===== config.mk =====
export PLATFORM = sky130hd
export DESIGN_NAME = pipeline_hazard_controller_flat
export DESIGN_NICKNAME = d
export VERILOG_FILES = /design/src/rtl/pipeline_hazard_controller_if.sv /design/src/rtl/pipeline_hazard_controller.sv /design/src/flat_wrapper.sv
export SDC_FILE = /design/constraint.sdc
export NUM_CORES = 1
export LEC_CHECK = 0
export BUFFER_PORTS_ARGS = -buffer_cell sky130_fd_sc_hd__buf_4
export CORE_MARGIN = 2
export CORE_UTILIZATION = 30
export DETAILED_ROUTE_END_ITERATION = 8
export GPL_ROUTABILITY_DRIVEN = 0
export PLACE_DENSITY = 0.51
export SLEW_MARGIN = 10
export SYNTH_ARGS = -nofsm -noshare
export SYNTH_HDL_FRONTEND = slang
export SYNTH_SLANG_ARGS = --single-unit

===== constraint.sdc =====
create_clock -name clk -period 3.4 [get_ports clk]
set_input_delay 0.34 -clock clk [delete_from_list [all_inputs] [get_ports clk]]
set_output_delay 0.34 -clock clk [all_outputs]
set_load 0.05 [all_outputs]

===== src/rtl/pipeline_hazard_controller_if.sv =====
// Hazard-control bundle between the pipeline datapath (master) and the
// hazard controller (slave): hazard sources in, register enables/flushes and counters out.
interface pipeline_hazard_controller_if #(
  parameter int CNT_WIDTH = 16
);
  logic                 idex_mem_read_i;
  logic [4:0]           idex_rt_i;
  logic [4:0]           ifid_rs_i;
  logic [4:0]           ifid_rt_i;
  logic                 branch_taken_i;
  logic                 exmem_mem_req_i;
  logic                 mem_ready_i;

  logic                 pc_enable_o;
  logic                 ifid_enable_o;
  logic                 idex_enable_o;
  logic                 exmem_enable_o;
  logic                 ifid_flush_o;
  logic                 idex_flush_o;
  logic                 memwb_flush_o;
  logic                 mem_timeout_o;
  logic [CNT_WIDTH-1:0] stall_count_o;
  logic [CNT_WIDTH-1:0] flush_count_o;

  modport master (
    output idex_mem_read_i, idex_rt_i, ifid_rs_i, ifid_rt_i,
           branch_taken_i, exmem_mem_req_i, mem_ready_i,
    input  pc_enable_o, ifid_enable_o, idex_enable_o, exmem_enable_o,
           ifid_flush_o, idex_flush_o, memwb_flush_o, mem_timeout_o,
           stall_count_o, flush_count_o
  );

  modport slave (
    input  idex_mem_read_i, idex_rt_i, ifid_rs_i, ifid_rt_i,
           branch_taken_i, exmem_mem_req_i, mem_ready_i,
    output pc_enable_o, ifid_enable_o, idex_enable_o, exmem_enable_o,
           ifid_flush_o, idex_flush_o, memwb_flush_o, mem_timeout_o,
           stall_count_o, flush_count_o
  );
endinterface


===== src/rtl/pipeline_hazard_controller.sv =====
// Five-stage pipeline hazard controller: memory-wait freeze with timeout,
// taken-branch flush, load-use bubble, and saturating stall/flush counters.
module pipeline_hazard_controller #(
  parameter int TIMEOUT   = 16,
  parameter int CNT_WIDTH = 16
) (
  input  logic                          clk,
  input  logic                          reset,
  pipeline_hazard_controller_if.slave   hz
);

  typedef enum logic {RUN, MEM_WAIT} state_e;

  localparam logic [7:0]           WAIT_LAST = 8'(TIMEOUT - 1);
  localparam logic [CNT_WIDTH-1:0] CNT_MAX   = '1;

  state_e               state_q, state_d;
  logic [7:0]           wait_cnt_q, wait_cnt_d;
  logic                 mem_timeout_q, mem_timeout_d;
  logic [CNT_WIDTH-1:0] stall_cnt_q, stall_cnt_d;
  logic [CNT_WIDTH-1:0] flush_cnt_q, flush_cnt_d;

  logic timeout_hit;
  logic freeze;
  logic load_use;
  logic branch_flush;
  logic stall_event;

  always_comb begin
    timeout_hit  = (state_q == MEM_WAIT) && (wait_cnt_q == WAIT_LAST);
    freeze       = hz.exmem_mem_req_i && !hz.mem_ready_i && !timeout_hit;
    load_use     = hz.idex_mem_read_i && (hz.idex_rt_i != 5'd0) &&
                   ((hz.idex_rt_i == hz.ifid_rs_i) || (hz.idex_rt_i == hz.ifid_rt_i));
    // A branch seen while frozen is held in EX and only acted on at release.
    branch_flush = !freeze && hz.branch_taken_i;
    stall_event  = freeze || (load_use && !hz.branch_taken_i);
  end

  always_comb begin
    hz.pc_enable_o    = 1'b1;
    hz.ifid_enable_o  = 1'b1;
    hz.idex_enable_o  = 1'b1;
    hz.exmem_enable_o = 1'b1;
    hz.ifid_flush_o   = 1'b0;
    hz.idex_flush_o   = 1'b0;
    hz.memwb_flush_o  = 1'b0;
    if (!reset) begin
      hz.pc_enable_o    = 1'b0;
      hz.ifid_enable_o  = 1'b0;
      hz.idex_enable_o  = 1'b0;
      hz.exmem_enable_o = 1'b0;
    end else if (freeze) begin
      hz.pc_enable_o    = 1'b0;
      hz.ifid_enable_o  = 1'b0;
      hz.idex_enable_o  = 1'b0;
      hz.exmem_enable_o = 1'b0;
      hz.memwb_flush_o  = 1'b1;
    end else if (hz.branch_taken_i) begin
      hz.ifid_flush_o   = 1'b1;
      hz.idex_flush_o   = 1'b1;
    end else if (load_use) begin
      hz.pc_enable_o    = 1'b0;
      hz.ifid_enable_o  = 1'b0;
      hz.idex_flush_o   = 1'b1;
    end
  end

  always_comb begin
    state_d    = state_q;
    wait_cnt_d = wait_cnt_q;
    case (state_q)
      RUN: begin
        if (freeze) begin
          state_d    = MEM_WAIT;
          wait_cnt_d = 8'd1;
        end
      end
      MEM_WAIT: begin
        if (freeze) begin
          wait_cnt_d = wait_cnt_q + 8'd1;
        end else begin
          state_d    = RUN;
          wait_cnt_d = 8'd0;
        end
      end
      default: begin
        state_d    = RUN;
        wait_cnt_d = 8'd0;
      end
    endcase
  end

  always_comb begin
    mem_timeout_d = mem_timeout_q || timeout_hit;
    stall_cnt_d   = stall_cnt_q;
    flush_cnt_d   = flush_cnt_q;
    if (stall_event && (stall_cnt_q != CNT_MAX)) begin
      stall_cnt_d = stall_cnt_q + 1'b1;
    end
    if (branch_flush && (flush_cnt_q != CNT_MAX)) begin
      flush_cnt_d = flush_cnt_q + 1'b1;
    end
  end

  always_ff @(posedge clk or negedge reset) begin
    if (!reset) begin
      state_q       <= RUN;
      wait_cnt_q    <= 8'd0;
      mem_timeout_q <= 1'b0;
      stall_cnt_q   <= '0;
      flush_cnt_q   <= '0;
    end else begin
      state_q       <= state_d;
      wait_cnt_q    <= wait_cnt_d;
      mem_timeout_q <= mem_timeout_d;
      stall_cnt_q   <= stall_cnt_d;
      flush_cnt_q   <= flush_cnt_d;
    end
  end

  assign hz.mem_timeout_o = mem_timeout_q;
  assign hz.stall_count_o = stall_cnt_q;
  assign hz.flush_count_o = flush_cnt_q;

endmodule


===== src/flat_wrapper.sv =====
// flat-port wrapper written by rule: the top's interface ports become plain ports
module pipeline_hazard_controller_flat 
#(
  parameter int TIMEOUT   = 16,
  parameter int CNT_WIDTH = 16
)
  (clk, reset, hz_idex_mem_read_i, hz_idex_rt_i, hz_ifid_rs_i, hz_ifid_rt_i, hz_branch_taken_i, hz_exmem_mem_req_i, hz_mem_ready_i, hz_pc_enable_o, hz_ifid_enable_o, hz_idex_enable_o, hz_exmem_enable_o, hz_ifid_flush_o, hz_idex_flush_o, hz_memwb_flush_o, hz_mem_timeout_o, hz_stall_count_o, hz_flush_count_o);
  pipeline_hazard_controller_if #(.CNT_WIDTH(CNT_WIDTH)) hz_i ();
  input  logic clk;
  input  logic reset;
  input wire logic [$bits(hz_i.idex_mem_read_i)-1:0] hz_idex_mem_read_i;
  input wire logic [$bits(hz_i.idex_rt_i)-1:0] hz_idex_rt_i;
  input wire logic [$bits(hz_i.ifid_rs_i)-1:0] hz_ifid_rs_i;
  input wire logic [$bits(hz_i.ifid_rt_i)-1:0] hz_ifid_rt_i;
  input wire logic [$bits(hz_i.branch_taken_i)-1:0] hz_branch_taken_i;
  input wire logic [$bits(hz_i.exmem_mem_req_i)-1:0] hz_exmem_mem_req_i;
  input wire logic [$bits(hz_i.mem_ready_i)-1:0] hz_mem_ready_i;
  output wire logic [$bits(hz_i.pc_enable_o)-1:0] hz_pc_enable_o;
  output wire logic [$bits(hz_i.ifid_enable_o)-1:0] hz_ifid_enable_o;
  output wire logic [$bits(hz_i.idex_enable_o)-1:0] hz_idex_enable_o;
  output wire logic [$bits(hz_i.exmem_enable_o)-1:0] hz_exmem_enable_o;
  output wire logic [$bits(hz_i.ifid_flush_o)-1:0] hz_ifid_flush_o;
  output wire logic [$bits(hz_i.idex_flush_o)-1:0] hz_idex_flush_o;
  output wire logic [$bits(hz_i.memwb_flush_o)-1:0] hz_memwb_flush_o;
  output wire logic [$bits(hz_i.mem_timeout_o)-1:0] hz_mem_timeout_o;
  output wire logic [$bits(hz_i.stall_count_o)-1:0] hz_stall_count_o;
  output wire logic [$bits(hz_i.flush_count_o)-1:0] hz_flush_count_o;
  assign hz_i.idex_mem_read_i = hz_idex_mem_read_i;
  assign hz_i.idex_rt_i = hz_idex_rt_i;
  assign hz_i.ifid_rs_i = hz_ifid_rs_i;
  assign hz_i.ifid_rt_i = hz_ifid_rt_i;
  assign hz_i.branch_taken_i = hz_branch_taken_i;
  assign hz_i.exmem_mem_req_i = hz_exmem_mem_req_i;
  assign hz_i.mem_ready_i = hz_mem_ready_i;
  assign hz_pc_enable_o = hz_i.pc_enable_o;
  assign hz_ifid_enable_o = hz_i.ifid_enable_o;
  assign hz_idex_enable_o = hz_i.idex_enable_o;
  assign hz_exmem_enable_o = hz_i.exmem_enable_o;
  assign hz_ifid_flush_o = hz_i.ifid_flush_o;
  assign hz_idex_flush_o = hz_i.idex_flush_o;
  assign hz_memwb_flush_o = hz_i.memwb_flush_o;
  assign hz_mem_timeout_o = hz_i.mem_timeout_o;
  assign hz_stall_count_o = hz_i.stall_count_o;
  assign hz_flush_count_o = hz_i.flush_count_o;
  pipeline_hazard_controller #(.TIMEOUT(TIMEOUT), .CNT_WIDTH(CNT_WIDTH)) u_core (.clk(clk), .reset(reset), .hz(hz_i));
endmodule

Yosys cells after proc, flatten, opt, wreduce, memory -nomap -nowiden

Index checks and enable logic that the tools add are counted.

Output and inout port bits: 40
Register bits: 42
Word-level logic and storage cells: 50

Bitwise logic cells: 1
Add/subtract/negate cells: 3
Equality and inequality tests: 6
Multiplexer cells: 18
Reductions and logical operators: 17

Operators by type and width:

| kind                                                                     | count |
|---|---|
| 16-bit by 1-bit adder with 16-bit output (second input constant)         | 2 |
| 16-bit inequality test (second input constant)                           | 2 |
| 8-bit two-way mux                                                        | 2 |
| 8-bit one-hot mux with 2 select lines                                    | 1 |
| 1-bit two-way mux                                                        | 15 |
| 5-bit == test                                                            | 2 |
| 1-bit logical AND                                                        | 9 |
| 8-bit by 1-bit adder with 8-bit output (second input constant)           | 1 |
| 8-bit by 4-bit == test with 1-bit output (second input constant)         | 1 |
| 5-bit nonzero test                                                       | 1 |
| 1-bit logical NOT                                                        | 4 |
| 1-bit logical OR                                                         | 3 |
| 2-bit by 1-bit inequality test with 1-bit output (second input constant) | 1 |
| 1-bit inverter                                                           | 1 |

Longest topological paths before layout

Gate-level depths: netlist of the first run.

Depth in word-level cells: 7
Depth in mapped cells: 9

Least setup slack after synthesis of the first run

No wires, ideal clock.

Kind: reg-to-output
Start point: register u_core.wait_cnt_q[0]
End point: output port hz_pc_enable_o
Stages on the path, launching flop included: 7
Required time: 3.060 ns
Arrival: 3.105 ns
Slack: -0.045 ns
Cells stage by stage: dfrtp_1 -> ha_1 -> and3_1 -> a31o_2 -> and2_1 -> a21boi_0 -> buf_4

Longest elaborated chain between the ends: 6

Ends and longest elaborated chain:

| element                                  | line                              | source |
|---|---|---|
| from (decl)                              | pipeline_hazard_controller.sv:18  | `logic [7:0] wait_cnt_q, wait_cnt_d;` |
| from (signal assigned)                   | pipeline_hazard_controller.sv:114 | `wait_cnt_q <= wait_cnt_d;` |
| 8-bit by 4-bit == test with 1-bit output | pipeline_hazard_controller.sv:30  | `timeout_hit = (state_q == MEM_WAIT) && (wait_cnt_q == WAIT_LAST);` |
| 1-bit logical AND                        | pipeline_hazard_controller.sv:30  |  |
| 1-bit logical NOT                        | pipeline_hazard_controller.sv:31  | `freeze = hz.exmem_mem_req_i && !hz.mem_ready_i && !timeout_hit;` |
| 1-bit logical AND                        | pipeline_hazard_controller.sv:31  |  |
| 1-bit two-way mux (2 in a row)           | --                                |  |
| to (decl)                                | flat_wrapper.sv:18                | `output wire logic [$bits(hz_i.pc_enable_o)-1:0] hz_pc_enable_o;` |

Every way passes these cells.

Worst setup path after layout of the first run

Start point: register u_core.wait_cnt_q[0]
End point: output port hz_pc_enable_o

Longest elaborated chain between the ends: 6

Ends and longest elaborated chain:

| element                                  | line                             | source |
|---|---|---|
| 8-bit by 4-bit == test with 1-bit output | pipeline_hazard_controller.sv:30 |  |
| 1-bit logical AND                        | pipeline_hazard_controller.sv:30 |  |
| 1-bit logical NOT                        | pipeline_hazard_controller.sv:31 |  |
| 1-bit logical AND                        | pipeline_hazard_controller.sv:31 |  |
| 1-bit two-way mux                        | pipeline_hazard_controller.sv:52 | `end else if (freeze) begin` |
| 1-bit two-way mux                        | pipeline_hazard_controller.sv:47 | `if (!reset) begin` |

Every way passes these cells.

==> reports/results.md, run 1 <==
| Step | Parameter | Reported |
|---|---|---|
| clock tree | Worst-Skew Late Latency | 0.29 ns |
| route | DR vias | 1,760 |
| clock tree | Clock-pin slew reported for the worst setup and hold paths after clock tree synthesis | 0.08 ns |
| power | Leak | 1.41 nW |
| placement | Worst setup slack before clock tree synthesis | 1.21 ns |
| floorplanning | I/O pin count | 61 |
| clock tree | CTS Buf Count | 5 |
| hold path | Worst Hold Class | input pin to async pin |
| synthesis | Yosys cell types | 42 |
| synthesis | Summed instance area of the synthesized netlist | 0.00223 mm2 |
| synthesis | Synth Instances | 220 |
| timing | Max Clock Freq | 415 MHz |
| status | Status | complete, no violations |
| timing | Hold Fails Final Rpt | 0 |
| placement | Final HPWL DP | 3650 um |
| finish | Number of inserted filler cells in the final layout | 744 |
| critical path | Slowest stage cell, crit path | sky130_fd_sc_hd__dfrtp_1 |
| timing | Final-layout setup total negative slack | 0 ns |
| clock tree | Sinks on the clock net | 42 |
| critical path | Crit path buf inv count | 1 |
| synthesis | Most numerous cell types in the synthesized netlist | 42 x sky130_fd_sc_hd__dfrtp_1, 23 x sky130_fd_sc_hd__xnor2_1, 20 x sky130_fd_sc_hd__nand2_1 |
| finish | Fraction of layout cells with a size suffix above 1 | 27.8% |
| synthesis | Library cell with the highest instance count after synthesis | sky130_fd_sc_hd__dfrtp_1 |
| synthesis | Top-area cell type share of the netlist area | 47.2% |
| finish | Syn-to-layout area delta | 30.9% |
| critical path | Max incr delay on CP | 0.38 ns |
| timing | Post-route fraction of the period consumed by the critical path | 70.9% |
| global routing | Number of antenna violations at the first check in global routing | 0 |
| critical path | Cell Chain, Critical Path | ha_1 > and3_1 > a31o_2 > and2_1 > a21boi_1 > buf_4 |
| floorplanning | Placement row count | 31 |
| finish | Number of nets in the layout | 307 |
| critical path | Kind of cell with the highest combined delay on the critical path | compound AO/OA/AOI/OAI gates |
| critical path | Critical Path Source Type | flop |
| critical path | Kind of end point of the critical path | output pin |
| critical path | Arr. time, crit path | 2.07 ns |
| floorplanning | Placeable core region | 0.00721 mm2 |
| timing | Hold WS | 0.425 ns |
| critical path | Endpoint of the lowest-slack register-to-register path | u_core.hz.stall_count_o[1] |
| route | Average wire per cell in the routed design | 12.6 um |
| route | Wire length after detailed routing | 4810 um |
| critical path | Reg2reg start | u_core.hz.stall_count_o[0] |
| synthesis | Yosys reg bits | 42 |
| route | Vias per cell | 4.60 |
| synthesis | Post-synthesis sequential area ratio | 47.2% |
| synthesis | Top area cells in the synthesized netlist | sky130_fd_sc_hd__dfrtp_1 47%, sky130_fd_sc_hd__xnor2_1 9.1%, sky130_fd_sc_hd__xor2_1 6.7% |
| global routing | Total global routing track utilization | 12.2% |
| floorplanning | Horizontal die dimension | 90.1 um |
| clock tree | Buffer count from post-CTS setup fixing | 0 |
| route | Number of design-rule violations left by the first detailed-router iteration | 49 |
| synthesis | Post-synth EDFFs | 0 |
| floorplanning | Die height | 90.1 um |
| placement | Count of buffers from port buffering | 60 |
| floorplanning | Area of the die | 0.00812 mm2 |
| global routing | Pin count of the biggest net entering global routing | 35 |
| critical path | Internal reg-to-reg setup slack | 1.22 ns |
| synthesis | Leading register cell type out of synthesis | sky130_fd_sc_hd__dfrtp_1 |
| timing | Skew final | 0.00886 ns |
| power | Pwr/cell area | 590 mW/mm2 |
| floorplanning | Initial Util | 30.9% |
| finish | Antenna Diode Count | 0 |
| synthesis | Cell accounting for the most synthesized area | sky130_fd_sc_hd__dfrtp_1 |
| clock tree | Total number of H-tree levels | 2 |
| power | Peak supply drop | 0.486 mV |
| global routing | Leftover overflow at the end of global routing | 0 |
| clock tree | Clock tree from TritonCTS | built |
| global routing | Wire length of the first global-routing pass | 8190 um |
| route | First drt pass iteration count | 4 |
| timing | RSZ-0062 raised after global routing | no |
| critical path | Critical path required time | 3.06 ns |
| timing | Rel. slew slack | 68.1% |
| synthesis | Syn Nets | 244 |
| timing | Final setup violating endpoints | 0 |
| synthesis | Share of synthesized flip-flops with an asynchronous set or reset | 100% |
| job | Max Cap Violations | 0 |
| route | # DRC | 0 |
| timing | Post-layout worst setup margin | 0.989 ns |
| synthesis | Yosys warning count | 0 |
| global routing | Vias in the first global route | 1,688 |
| timing | Min Clock Period, post-route | 2.41 ns |
| critical path | Worst Setup Path Type | flop to output pin |
| clock tree | Cell at the root of the clock tree | sky130_fd_sc_hd__clkbuf_8 |
| clock tree | Number of buffers on the longest clock path | 2 |
| critical path | Number of cells on the worst reg-to-reg path | 6 |
| route | Number of routed nets with antenna violations | 0 |
| timing | Final Slew Violations | 0 |
| synthesis | Syn_area_per_cell | 10.1 um2 |
| timing | Worst Max-Slew Pin Slew | 0.478 ns |
| critical path | Critical Path Fanout Max | 6 |
==> worst reg2reg max path, delay by kind of cell, from the launching register on <==
| family | cells | cell delay, ns |
|---|---|---|
| muxes | 1 | 0.36 |
| adders and majority gates | 1 | 0.19 |
| and+or+nand+nor | 2 | 0.42 |
| DFF | 1 | 0.42 |
| AOI/OAI and AO/OA | 2 | 0.68 |
==> routing by layer <==
metal | track usage, % | routed length [um] | up-vias
met5 | 0 | 0 | -
met1 | 16.1 | 2340 | 837
li1 | - | - | 888
met3 | 3.02 | 180 | 4
met4 | 3.46 | 33 | 0
met2 | 19.9 | 2260 | 31
==> sequential cells by signal, summed over array words and instances, names as in the netlist <==
signal,count
u_core.hz.flush_count_o,16
u_core.wait_cnt_q,8
u_core.hz.mem_timeout_o,1
u_core.state_q,1
u_core.hz.stall_count_o,16
==> worst max path at each step <==
stage / to / cells after the start / startpoint
CTS: hz_pc_enable_o / 6 / u_core.wait_cnt_q[0]
detailed placement: u_core.hz.stall_count_o[1] / 6 / u_core.hz.stall_count_o[0]
finish: hz_pc_enable_o / 6 / u_core.wait_cnt_q[0]
floorplan: hz_pc_enable_o / 6 / u_core.wait_cnt_q[0]
global placement: u_core.hz.stall_count_o[1] / 6 / u_core.hz.stall_count_o[0]
global route: hz_pc_enable_o / 6 / u_core.wait_cnt_q[0]
==> report_power, final <==
part,internal [W],leakage [nW],switching [W],total (W)
Combinational,0.000198,0.781,0.000381,0.000578
Clock,0.000294,0.0683,0.000182,0.000476
Sequential,0.000572,0.557,0.0000918,0.000664
Total,0.00106,1.41,0.000654,0.00172
==> layout by cell type, fill, tap and decap left out, drive strengths merged, types with 3 or more instances in the layout <==
cell    synthesis  layout
buf             4      61
dfrtp          42      42
xnor2          23      23
nand2          20      20
nand3          19      19
xor2           17      17
nor2           16      16
and3           10      10
o21ai           9       9
and2            5       5
clkbuf          2       5
nor3            5       5
inv             5       5
nor4            4       4
a21oi           4       4
nand4           4       4
mux2            4       4
nor2b           3       3
nand2b          3       3
ha              3       3
==> stage by stage <==
stage	cell area (um2)	total power [W]	utilization [%]	cells
after floorplan	2230	0.00106	-	220
after global placement	2770	0.00126	38.3	374
after detailed placement	2770	0.00126	38.3	374
after CTS	2910	0.00174	40.4	383
after global routing	2910	0.00181	40.4	383
final	2910	0.00172	40.4	383
==> area by class of cell <==
| class | count | area, um2 | area share (%) |
|---|---|---|---|
| clock inverter | 3 | 68.8 | 2.36 |
| clock buffer | 5 | 68.8 | 2.36 |
| sequential | 42 | 1050 | 36.1 |
| tap | 99 | 124 | 4.25 |
| inverter | 5 | 21.3 | 0.730 |
| timing repair buffer | 62 | 468 | 16.1 |
| multi-input combinational | 167 | 1110 | 38.2 |
==> logic make-up (layout without fill, tap and decap cells) <==
group                    count (synthesis)  in the layout  synth area share [%]
buffers and inverters                   11             75                  2.81
multiplexers                             4              4                  2.02
AND/OR/NAND/NOR                         96             96                  23.0
XOR/XNOR                                40             40                  15.7
AO/OA/AOI/OAI                           24             24                  7.53
flip-flops                              42             42                  47.2
adder cells (fa/ha/maj)                  3              3                  1.69
==> timing repair <==
item,in CTS,in global routing
hold buffers,1,0
endpoints found under the hold margin,9,0
setup endpoints to repair,0,0
gates resized for setup,0,0
(Power assumes the default switching activity.)
==> run 2, diff against run 1 <==
- PLACE_DENSITY: 0.51 -> 0.52
- clock period: 3.4 -> 2.1 ns (I/O delays scaled with it)
==> run 2 against run 1 <==
Worst hold slack lost 0.12 ns. Die area unchanged. Sequential share of layout area is 2.1 points lower. Non-clock buffer count rose by 15. Register-to-register slack worse by 1.1 ns. Total power up 68%. Via count up 4.7%. Count of clock-buffer cells in the layout did not move. Clock skew rose by 0.00074 ns.
==> reports/results.md, run 2 (synthesis gave the netlist of run 1 again) <==
| Step | Parameter | Reported | Delta |
|---|---|---|---|
| critical path | Max incr delay on CP | 0.39 ns | was 0.38 ns |
| route | Average wire per cell in the routed design | 12.7 um | was 12.6 um |
| route | DR vias | 1,842 | was 1,760 |
| route | Number of routed nets with antenna violations | 0 | unchanged |
| critical path | Reg2reg start | u_core.hz.stall_count_o[0] | unchanged |
| critical path | Top cell by count, worst path | sky130_fd_sc_hd__buf_4 |  |
| timing | Worst Max-Slew Pin Slew | 0.496 ns | was 0.478 ns |
| global routing | Vias in the first global route | 1,839 | was 1,688 |
| timing | Final setup violating endpoints | 0 | unchanged |
| route | Number of design-rule violations left by the first detailed-router iteration | 47 | was 49 |
| finish | Antenna Diode Count | 0 | unchanged |
| timing | Rel. slew slack | 66.9% | was 68.1% |
| placement | Worst setup slack before clock tree synthesis | 0.0711 ns | was 1.21 ns |
| critical path | Arr. time, crit path | 1.80 ns | was 2.07 ns |
| hold path | Hold Crit Endpoint | u_core.hz.flush_count_o[12] |  |
| floorplanning | Initial Util | 30.9% | unchanged |
| floorplanning | I/O pin count | 61 | unchanged |
| floorplanning | Area of the die | 0.00812 mm2 | unchanged |
| global routing | Met2 Usage GRT | 20.1% | was 19.9% |
| route | Vias per cell | 4.63 | was 4.60 |
| timing | Final Slew Violations | 0 | unchanged |
| timing | Final-layout setup total negative slack | 0 ns | unchanged |
| timing | Hold Fails Final Rpt | 0 | unchanged |
| placement | Count of buffers from port buffering | 60 | unchanged |
| finish | Fraction of the core area covered by cells at the end of the flow | 43.3% | was 40.4% |
| critical path | Number of cells on the worst reg-to-reg path | 7 | was 6 |
| timing | Max Clock Freq | 497 MHz |  |
| finish | Commonest non-fill, non-tap cells in the layout | 71 x sky130_fd_sc_hd__buf_4, 34 x sky130_fd_sc_hd__dfrtp_1, 23 x sky130_fd_sc_hd__xnor2_1 | was 61 x sky130_fd_sc_hd__buf_4, 42 x sky130_fd_sc_hd__dfrtp_1, 23 x sky130_fd_sc_hd__xnor2_1 |
| clock tree | Number of buffers on the longest clock path | 2 | unchanged |
| global routing | Pin count of the biggest net entering global routing | 26 | was 35 |
| clock tree | Worst-Skew Late Latency | 0.30 ns | was 0.29 ns |
| clock tree | Clock-pin slew reported for the worst setup and hold paths after clock tree synthesis | 0.09 ns | was 0.08 ns |
| global routing | Busiest metal layer after global routing | met2 | unchanged |
| global routing | Wire length of the first global-routing pass | 8820 um | was 8190 um |
| placement | Final HPWL DP | 3830 um | was 3650 um |
| clock tree | Total number of H-tree levels | 2 | unchanged |
| critical path | Internal reg-to-reg setup slack | 0.14 ns | was 1.22 ns |
| critical path | Endpoint of the lowest-slack register-to-register path | u_core.hz.stall_count_o[1] | unchanged |
| floorplanning | Horizontal die dimension | 90.1 um | unchanged |
| finish | Fraction of layout cells with a size suffix above 1 | 37.5% | was 27.8% |
| route | First drt pass iteration count | 4 | unchanged |
| timing | Post-route fraction of the period consumed by the critical path | 95.8% |  |
| status | Status | complete, no violations | unchanged |
| critical path | Kind of cell with the highest combined delay on the critical path | flip-flops | was compound AO/OA/AOI/OAI gates |
| finish | Syn-to-layout area delta | 40.4% | was 30.9% |
| job | Max Cap Violations | 0 | unchanged |
| finish | Number of nets in the layout | 322 | was 307 |
| power | Peak supply drop | 0.444 mV | was 0.486 mV |
| critical path | Critical path required time | 1.89 ns | was 3.06 ns |
| critical path | Slowest stage cell, crit path | sky130_fd_sc_hd__dfrtp_1 | unchanged |
| route | # DRC | 0 | unchanged |
| critical path | Crit path buf inv count | 2 | was 1 |
| clock tree | CTS Buf Count | 5 | unchanged |
| global routing | Met3 track demand over resource | 3.27% | was 3.02% |
| critical path | Critical Path Source Type | flop | unchanged |
| floorplanning | Placeable core region | 0.00721 mm2 | unchanged |
| clock tree | Cell at the root of the clock tree | sky130_fd_sc_hd__clkbuf_8 | unchanged |
| critical path | Cell Chain, Critical Path | ha_2 > and3_4 > a31o_4 > buf_4 > and3_1 > buf_4 | was ha_1 > and3_1 > a31o_2 > and2_1 > a21boi_1 > buf_4 |
| global routing | Leftover overflow at the end of global routing | 0 | unchanged |
| critical path | Critical Path Fanout Max | 4 | was 6 |
| timing | Post-layout worst setup margin | 0.0875 ns | was 0.989 ns |
| critical path | Worst Setup Path Type | flop to output pin | unchanged |
| global routing | Number of antenna violations at the first check in global routing | 0 | unchanged |
| hold path | Instance count along the most critical hold path | 4 |  |
| route | Wire length after detailed routing | 5070 um | was 4810 um |
| clock tree | Sinks on the clock net | 42 | unchanged |
| timing | Min Clock Period, post-route | 2.01 ns |  |
| global routing | Met1 usage | 18.0% | was 16.1% |
| global routing | Total global routing track utilization | 13.1% | was 12.2% |
| finish | Most common cell after layout, fill and taps aside | sky130_fd_sc_hd__buf_4 | unchanged |
| hold path | Worst Hold Class | input pin to flop | was input pin to async pin |
| critical path | Kind of end point of the critical path | output pin | unchanged |
| power | Leak | 1.50 nW | was 1.41 nW |
| power | Pwr/cell area | 923 mW/mm2 | was 590 mW/mm2 |
| timing | RSZ-0062 raised after global routing | no | unchanged |
| floorplanning | Placement row count | 31 | unchanged |
| floorplanning | Die height | 90.1 um | unchanged |
| hold path | Beginning of the worst hold path | hz_branch_taken_i |  |
| clock tree | Clock tree from TritonCTS | built | unchanged |
| timing | Skew final | 0.00960 ns | was 0.00886 ns |
run 2: changes by cell type in the layout (fill, tap and decap cells not counted), moves of 2 or more:
| cell | delta |
|---|---|
| sky130_fd_sc_hd__ha_1 | -2 |
| sky130_fd_sc_hd__dfrtp_2 | +8 |
| sky130_fd_sc_hd__dfrtp_1 | -8 |
| sky130_fd_sc_hd__buf_6 | +4 |
| sky130_fd_sc_hd__and2_1 | -2 |
| sky130_fd_sc_hd__and2_4 | +2 |
| sky130_fd_sc_hd__buf_4 | +10 |
run 2: layout make-up:
class | instances | area, um2
fillers | 731 | 4090
multi-input cells | 167 | 1170
repair buffers | 77 | 608
well taps | 99 | 124
flip-flops and latches | 42 | 1060
clock inverters | 3 | 68.8
inverters | 5 | 21.3
clock buffers | 5 | 68.8
run 2: repair_timing:
item,in CTS,in global routing
endpoints found under the setup margin,7,12
setup buffers,4,3
cloned,0,0
gates resized for setup,7,2
hold buffers,1,0
endpoints found under the hold margin,17,0
pin swaps,2,3
run 2: where the power goes:
group	total, W	leakage [nW]	internal, W	switching [W]
clock	0.000777	0.0683	0.000477	0.000300
sequential	0.00109	0.548	0.000938	0.000156
combinational	0.00101	0.880	0.000375	0.000640
total	0.00289	1.50	0.00179	0.00110
run 2: layer usage:
metal	vias to the layer above	routed length, um
li1	911	-
met1	886	2380
met2	39	2370
met3	6	238
met4	0	82
met5	-	0
run 2: worst max path at each step:
stage | from | cells past startpoint | end
detailed placement | u_core.hz.stall_count_o[1] | 6 | u_core.hz.stall_count_o[1]
global route | u_core.wait_cnt_q[1] | 7 | hz_memwb_flush_o
floorplan | u_core.hz.stall_count_o[0] | 8 | u_core.hz.stall_count_o[1]
CTS | u_core.wait_cnt_q[1] | 7 | hz_memwb_flush_o
global placement | u_core.hz.stall_count_o[1] | 6 | u_core.hz.stall_count_o[1]
finish | u_core.wait_cnt_q[1] | 6 | hz_ifid_flush_o
run 2: worst reg2reg max path, stage by stage, from the launching register on:
cell and delay, ns:
sky130_fd_sc_hd__dfrtp_2 0.42, sky130_fd_sc_hd__ha_4 0.14, sky130_fd_sc_hd__nand3_2 0.07, sky130_fd_sc_hd__or2_1 0.27
sky130_fd_sc_hd__o31a_1 0.33, sky130_fd_sc_hd__a21oi_4 0.17, sky130_fd_sc_hd__buf_12 0.15, sky130_fd_sc_hd__mux2_4 0.30
run 2: through the flow:
step / cells / instance area [um2] / total power [W] / hold slack (ns)
after floorplan: 220 / 2280 / 0.00177 / -0.0856
after global placement: 383 / 2880 / 0.00210 / 0.116
after detailed placement: 383 / 2880 / 0.00212 / 0.115
after CTS: 395 / 3080 / 0.00292 / 0.293
after global routing: 398 / 3130 / 0.00303 / 0.326
final: 398 / 3130 / 0.00289 / 0.303
